==> src/rtl/display_pkg.sv <==
// display_pkg: segment codes, digit count and FSM encodings shared by the scan controller.
package display_pkg;
  localparam int DIGIT_COUNT = 4;
  localparam logic [6:0] SEG_0 = 7'h3F;
  localparam logic [6:0] SEG_1 = 7'h06;
  localparam logic [6:0] SEG_2 = 7'h5B;
  localparam logic [6:0] SEG_3 = 7'h4F;
  localparam logic [6:0] SEG_4 = 7'h66;
  localparam logic [6:0] SEG_5 = 7'h6D;
  localparam logic [6:0] SEG_6 = 7'h7D;
  localparam logic [6:0] SEG_7 = 7'h07;
  localparam logic [6:0] SEG_8 = 7'h7F;
  localparam logic [6:0] SEG_9 = 7'h6F;
  localparam logic [6:0] SEG_BLANK = 7'h00;
  typedef enum logic [2:0] {CV_IDLE, CV_CLAMP, CV_SUB1000, CV_SUB100, CV_SUB10, CV_COMMIT} conv_state_t;
  typedef enum logic [1:0] {SC_WAIT, SC_SEG, SC_SEL} scan_state_t;
  function automatic logic [6:0] seg_code(input logic [3:0] d);
    return d == 4'd0 ? SEG_0 : d == 4'd1 ? SEG_1 : d == 4'd2 ? SEG_2 : d == 4'd3 ? SEG_3 :
           d == 4'd4 ? SEG_4 : d == 4'd5 ? SEG_5 : d == 4'd6 ? SEG_6 : d == 4'd7 ? SEG_7 :
           d == 4'd8 ? SEG_8 : d == 4'd9 ? SEG_9 : SEG_BLANK;
  endfunction
endpackage

==> src/rtl/display_scan_controller_if.sv <==
// display_scan_controller_if: speed input stream plus segment and digit-select output streams.
interface display_scan_controller_if #(parameter int BITS = 16);
  logic [BITS-1:0] in1;
  logic in1_stb;
  logic in1_ack;
  logic [BITS-1:0] seg_out;
  logic seg_out_stb;
  logic seg_out_ack;
  logic [BITS-1:0] sel_out;
  logic sel_out_stb;
  logic sel_out_ack;
  modport master (output in1, in1_stb, seg_out_ack, sel_out_ack,
                  input in1_ack, seg_out, seg_out_stb, sel_out, sel_out_stb);
  modport slave (input in1, in1_stb, seg_out_ack, sel_out_ack,
                 output in1_ack, seg_out, seg_out_stb, sel_out, sel_out_stb);
endinterface

==> src/rtl/bin_to_bcd_seq.sv <==
// bin_to_bcd_seq: sequential binary-to-BCD by repeated subtraction, clamped to 9999.
module bin_to_bcd_seq import display_pkg::*; #(
  parameter int BITS = 16
) (
  input  logic clk,
  input  logic rst,
  input  logic [BITS-1:0] in_i,
  input  logic stb_i,
  output logic ack_o,
  output logic [4*DIGIT_COUNT-1:0] digits_o,
  output logic commit_o
);
  localparam logic [BITS-1:0] K9999 = BITS'(9999);
  localparam logic [BITS-1:0] K1000 = BITS'(1000);
  localparam logic [BITS-1:0] K100 = BITS'(100);
  localparam logic [BITS-1:0] K10 = BITS'(10);
  conv_state_t state_q;
  logic ack_q;
  logic [BITS-1:0] res_q;
  logic [3:0] th_q, hu_q, te_q;
  always_ff @(posedge clk or posedge rst) begin
    if (rst) begin
      state_q <= CV_IDLE;
      ack_q <= 1'b0;
      res_q <= '0;
      th_q <= '0;
      hu_q <= '0;
      te_q <= '0;
    end else begin
      case (state_q)
        CV_IDLE: begin
          ack_q <= stb_i && !ack_q;
          if (stb_i && ack_q) begin
            ack_q <= 1'b0;
            res_q <= in_i;
            th_q <= '0;
            hu_q <= '0;
            te_q <= '0;
            state_q <= CV_CLAMP;
          end
        end
        CV_CLAMP: begin
          res_q <= res_q > K9999 ? K9999 : res_q;
          state_q <= CV_SUB1000;
        end
        CV_SUB1000:
          if (res_q >= K1000) begin
            res_q <= res_q - K1000;
            th_q <= th_q + 4'd1;
          end else state_q <= CV_SUB100;
        CV_SUB100:
          if (res_q >= K100) begin
            res_q <= res_q - K100;
            hu_q <= hu_q + 4'd1;
          end else state_q <= CV_SUB10;
        CV_SUB10:
          if (res_q >= K10) begin
            res_q <= res_q - K10;
            te_q <= te_q + 4'd1;
          end else state_q <= CV_COMMIT;
        default: state_q <= CV_IDLE;
      endcase
    end
  end
  assign ack_o = ack_q;
  assign digits_o = {th_q, hu_q, te_q, res_q[3:0]};
  assign commit_o = state_q == CV_COMMIT;
endmodule

==> src/rtl/display_scan_controller.sv <==
// display_scan_controller: converts speed to BCD and scans four blanked seven-segment digits.
module display_scan_controller import display_pkg::*; #(
  parameter int BITS = 16,
  parameter int DIGITS = 4,
  parameter int REFRESH_CYCLES = 50000
) (
  input logic clk,
  input logic rst,
  display_scan_controller_if.slave bus
);
  localparam int CW = $clog2(REFRESH_CYCLES);
  localparam logic [CW-1:0] CNT_MAX = CW'(REFRESH_CYCLES - 1);
  logic [4*DIGIT_COUNT-1:0] digits, dig_q;
  logic commit;
  scan_state_t state_q;
  logic [1:0] idx_q;
  logic [CW-1:0] cnt_q;
  logic [6:0] seg_q;
  logic [3:0] sel_q;
  logic seg_stb_q, sel_stb_q;
  logic [3:0] cur;
  logic blank;
  logic [6:0] code;
  bin_to_bcd_seq #(.BITS(BITS)) u_conv (
    .clk(clk), .rst(rst), .in_i(bus.in1), .stb_i(bus.in1_stb), .ack_o(bus.in1_ack),
    .digits_o(digits), .commit_o(commit)
  );
  // a digit blanks only while it and every more significant digit are zero
  always_comb begin
    cur = dig_q[{idx_q, 2'b00} +: 4];
    blank = idx_q == 2'd3 ? dig_q[15:12] == 4'd0 :
            idx_q == 2'd2 ? dig_q[15:8] == 8'd0 :
            idx_q == 2'd1 ? dig_q[15:4] == 12'd0 : 1'b0;
    code = blank ? SEG_BLANK : seg_code(cur);
  end
  always_ff @(posedge clk or posedge rst) begin
    if (rst) begin
      dig_q <= '0;
      state_q <= SC_WAIT;
      idx_q <= '0;
      cnt_q <= '0;
      seg_q <= '0;
      sel_q <= '0;
      seg_stb_q <= 1'b0;
      sel_stb_q <= 1'b0;
    end else begin
      if (commit) dig_q <= digits;
      case (state_q)
        SC_WAIT:
          if (cnt_q == CNT_MAX) begin
            cnt_q <= '0;
            seg_q <= code;
            seg_stb_q <= 1'b1;
            state_q <= SC_SEG;
          end else cnt_q <= cnt_q + CW'(1);
        SC_SEG:
          if (bus.seg_out_ack) begin
            seg_stb_q <= 1'b0;
            sel_q <= 4'b0001 << idx_q;
            sel_stb_q <= 1'b1;
            state_q <= SC_SEL;
          end
        SC_SEL:
          if (bus.sel_out_ack) begin
            sel_stb_q <= 1'b0;
            idx_q <= idx_q == 2'(DIGITS - 1) ? 2'd0 : idx_q + 2'd1;
            state_q <= SC_WAIT;
          end
        default: state_q <= SC_WAIT;
      endcase
    end
  end
  assign bus.seg_out = {{(BITS-7){1'b0}}, seg_q};
  assign bus.seg_out_stb = seg_stb_q;
  assign bus.sel_out = {{(BITS-4){1'b0}}, sel_q};
  assign bus.sel_out_stb = sel_stb_q;
endmodule

==> src/flat_wrapper.sv <==
// flat-port wrapper written by rule: the top's interface ports become plain ports
module display_scan_controller_flat import display_pkg::*;
#(
  parameter int BITS = 16,
  parameter int DIGITS = 4,
  parameter int REFRESH_CYCLES = 50000
)
  (clk, rst, bus_in1, bus_in1_stb, bus_seg_out_ack, bus_sel_out_ack, bus_in1_ack, bus_seg_out, bus_seg_out_stb, bus_sel_out, bus_sel_out_stb);
  display_scan_controller_if #(.BITS(BITS)) bus_i ();
  input logic clk;
  input logic rst;
  input wire logic [$bits(bus_i.in1)-1:0] bus_in1;
  input wire logic [$bits(bus_i.in1_stb)-1:0] bus_in1_stb;
  input wire logic [$bits(bus_i.seg_out_ack)-1:0] bus_seg_out_ack;
  input wire logic [$bits(bus_i.sel_out_ack)-1:0] bus_sel_out_ack;
  output wire logic [$bits(bus_i.in1_ack)-1:0] bus_in1_ack;
  output wire logic [$bits(bus_i.seg_out)-1:0] bus_seg_out;
  output wire logic [$bits(bus_i.seg_out_stb)-1:0] bus_seg_out_stb;
  output wire logic [$bits(bus_i.sel_out)-1:0] bus_sel_out;
  output wire logic [$bits(bus_i.sel_out_stb)-1:0] bus_sel_out_stb;
  assign bus_i.in1 = bus_in1;
  assign bus_i.in1_stb = bus_in1_stb;
  assign bus_i.seg_out_ack = bus_seg_out_ack;
  assign bus_i.sel_out_ack = bus_sel_out_ack;
  assign bus_in1_ack = bus_i.in1_ack;
  assign bus_seg_out = bus_i.seg_out;
  assign bus_seg_out_stb = bus_i.seg_out_stb;
  assign bus_sel_out = bus_i.sel_out;
  assign bus_sel_out_stb = bus_i.sel_out_stb;
  display_scan_controller #(.BITS(BITS), .DIGITS(DIGITS), .REFRESH_CYCLES(REFRESH_CYCLES)) u_core (.clk(clk), .rst(rst), .bus(bus_i));
endmodule
==> config.mk <==
export PLATFORM = sky130hd
export DESIGN_NAME = display_scan_controller_flat
export DESIGN_NICKNAME = d
export VERILOG_FILES = /design/src/rtl/display_pkg.sv /design/src/rtl/display_scan_controller_if.sv /design/src/rtl/bin_to_bcd_seq.sv /design/src/rtl/display_scan_controller.sv /design/src/flat_wrapper.sv
export SDC_FILE = /design/constraint.sdc
export NUM_CORES = 1
export LEC_CHECK = 0
export ABC_AREA = 1
export CAP_MARGIN = 10
export CORE_MARGIN = 2
export CORE_UTILIZATION = 50
export DETAILED_ROUTE_END_ITERATION = 16
export PLACE_DENSITY = 0.68
export SYNTH_ARGS = -nofsm -noshare
export SYNTH_HDL_FRONTEND = slang
export SYNTH_SLANG_ARGS = --single-unit
export TNS_END_PERCENT = 100
==> constraint.sdc <==
create_clock -name clk -period 3.15 [get_ports clk]
set_input_delay 0.4725 -clock clk [delete_from_list [all_inputs] [get_ports clk]]
set_output_delay 0.4725 -clock clk [all_outputs]
set_load 0.03 [all_outputs]
==> run metrics <==
status finished, final reports clean; grt met3 use 0.0397; Yosys top cell by area dfrtp_1; grt met1 use 0.329; VDD IR-drop max 435 uV; Worst Skew 0.0120 ns; vias in the first global route 5,080; crit path time final 2.24 ns; clock sink count 81; Core Region 10,900 um^2; DR pass1 iterations 5; CTS buffer count 9; Die W 110 um; CP Max Fanout 20; slew margin rel. 0.306; first-pass GRT wire length 24,000 um; Post-Syn Area 5600 um^2; fin crit share 0.710; Hold-fix buffers, CTS 0; Overall Power 5.17 mW; power per cell area 837 nW/um^2; commonest register cell after synthesis dfrtp_1; critical path class flop to flop; GRT Max-Usage Layer met2; Seq cells post-synth 81; via count 5,395; placer congestion estimate 0.938; yosys warns 0; worst hold path type flop to flop; # DRC 0; Slew @ Worst Pin 1.04 ns; Top Ports 56; Seq/Total Area, Yosys 0.362; Worst Path Required 3.46 ns; Syn-to-layout area delta 10.2%; GRT Overall Usage 0.252; post-CTS sizing 0; postcts setup bufs 0; largest net degree at the start of global routing 43; clock latency on the worst-skew pair 0.38 ns; count leader, synth nand2_1; H-tree depth 3; MaxCap Viol Count 0; NumNets Final 895; DP Wirelength 10,400 um; Die Area 12,100 um^2; Max clock buf depth 2; 1st-iter DRT viols 399; PortBufs 34; final setup vio count 0; Leak 3.07 nW; number of distinct library cells after synthesis 36; crit end category flop; Routed Wire Length 13,900 um; Antenna diodes 0; antenna violations before repair 0; die height 110 um; Max Slew Vio Count 0; Root Buffer clkbuf_8; RSZ-0062 raised after global routing false; setup tns final 0 ns; number of vias per cell 5.38; arrival time at the worst endpoint 2.55 ns; Post-synth EDFFs 0; Async SR Flop Fraction 1.00; Initial Util 0.514; CTS tree done; Mapped Avg Cell Area 6.75 um^2; GRT overflow 0; Worst-path clk slew 0.08 ns; CP Launch Type flop; # rows 38; top cell type's share of synthesized area 0.362; layout cells sized above 1 0.0568; Final Hold Vio Count 0; maximum clock rate 447 MHz; drt wl/cell 13.9 um; GR Util met2 0.421; Mapped Cells 830; Synth area leaders dfrtp_1 36%, nand2_1 17%, nand3_1 9.1%, inv_1 5.7%, o21ai_0 5.4%; most common library cells after synthesis 255 x nand2_1, 102 x nand3_1, 85 x inv_1; antenna-violating nets left 0
## per-stage QoR
| step | cell area [um^2] | hold WS [ns] | instances | setup WS (ns) | utilization |
|---|---|---|---|---|---|
| 2_1_floorplan | 5680 | 0.453 | 850 | 0.597 | - |
| 3_3_place_gp | 5960 | 0.454 | 987 | 1.08 | 0.548 |
| 6_report | 6170 | 0.484 | 1002 | 0.912 | 0.567 |
| 4_1_cts | 6170 | 0.488 | 1002 | 0.938 | 0.567 |
| 3_5_place_dp | 5960 | 0.467 | 987 | 0.961 | 0.548 |
| 5_1_grt | 6170 | 0.503 | 1002 | 0.670 | 0.567 |
## layer usage
| layer | part of all wire | wire, um |
|---|---|---|
| met3 | 0.046 | 647 |
| met5 | 0 | 0 |
| met4 | 0.026 | 356 |
| met1 | 0.46 | 6350 |
| met2 | 0.47 | 6570 |
## final timing paths
| check | startpoint | to | slack, ns | cells after the start |
|---|---|---|---|---|
| worst max-delay path | u_core.u_conv.res_q[2]$_DFFE_PP0P_ | u_core.u_conv.res_q[9]$_DFFE_PP0P_ | 0.91 | 14 |
| worst min-delay path | u_core.sel_q[0]$_DFFE_PP0P_ | u_core.sel_q[0]$_DFFE_PP0P_ | 0.48 | 2 |
| worst max register to register | u_core.u_conv.res_q[2]$_DFFE_PP0P_ | u_core.u_conv.res_q[9]$_DFFE_PP0P_ | 0.91 | 14 |
| worst min register to register | u_core.sel_q[0]$_DFFE_PP0P_ | u_core.sel_q[0]$_DFFE_PP0P_ | 0.48 | 2 |
| max in group asynchronous | rst | u_core.u_conv.res_q[13]$_DFFE_PP0P_ | 1.96 | 3 |
| min in group asynchronous | rst | u_core.dig_q[10]$_DFFE_PP0N_ | 0.53 | 2 |
## final cells by class
type	instances	area (um^2)
clock inverters	5	81.3
repair buffers	40	398
flip-flops and latches	81	2030
multi-input cells	630	3000
inverters	96	364
fillers	1088	4710
well taps	140	175
clock buffers	10	128
## placed cells by master, fill, tap and decap left out, types with 8 or more instances in the layout
master / Yosys / routed
nor3_1: 13 / 13
nand2_1: 255 / 255
ha_1: 16 / 16
inv_1: 85 / 84
conb_1: 1 / 21
nand4_1: 25 / 25
nor2_1: 66 / 66
xor2_1: 8 / 8
o21ai_1: 10 / 10
dfrtp_1: 81 / 81
o21ai_0: 60 / 60
clkbuf_8: 0 / 9
inv_2: 8 / 8
a21oi_1: 16 / 16
nand3_1: 102 / 102
nor2_2: 10 / 10
clkdlybuf4s50_1: 0 / 34
## logic make-up (layout without fill, tap and decap cells)
group | count (synthesis) | after routing | synth area share
xor gates and xnor gates | 8 | 8 | 0.0125
muxes | 1 | 1 | 0.00179
adders and majority gates | 16 | 16 | 0.0357
buffers and inverters | 139 | 151 | 0.116
DFF | 81 | 81 | 0.362
AOI/OAI and AO/OA | 97 | 97 | 0.0918
other | 1 | 21 | 0.000669
and+or+nand+nor | 487 | 487 | 0.380
## power by group
part / leakage (nW) / internal (mW) / switching, mW / total [mW]
sequential: 1.06 / 1.30 / 0.398 / 1.69
combinational: 1.91 / 0.841 / 1.79 / 2.63
clock: 0.102 / 0.442 / 0.404 / 0.846
## state kept, by name, summed over array words and instances, names as in the netlist
name	flops
u_core.dig_q	16
u_core.u_conv.res_q	16
u_core.u_conv.te_q	4
u_core.cnt_q	16
u_core.idx_q	2
u_core.sel_q	4
u_core.u_conv.th_q	4
u_core.bus.sel_out_stb	1
u_core.u_conv.hu_q	4
u_core.bus.seg_out_stb	1
u_core.u_conv.ack_o	1
u_core.seg_q	7
u_core.u_conv.state_q	3
u_core.state_q	2
## critical path, stage by stage (launching register included)
cell     delay, ns
dfrtp_1       0.40
inv_1         0.13
ha_1          0.23
nand2_1       0.09
nand2_1       0.12
nor2_2        0.32
nand2_1       0.16
nand2_1       0.09
nand2_1       0.06
nand2_1       0.11
nor2_2        0.05
buf_4         0.20
inv_4         0.10
nand2_1       0.05
nand2_1       0.08
Power figures use the tool's default switching activity.
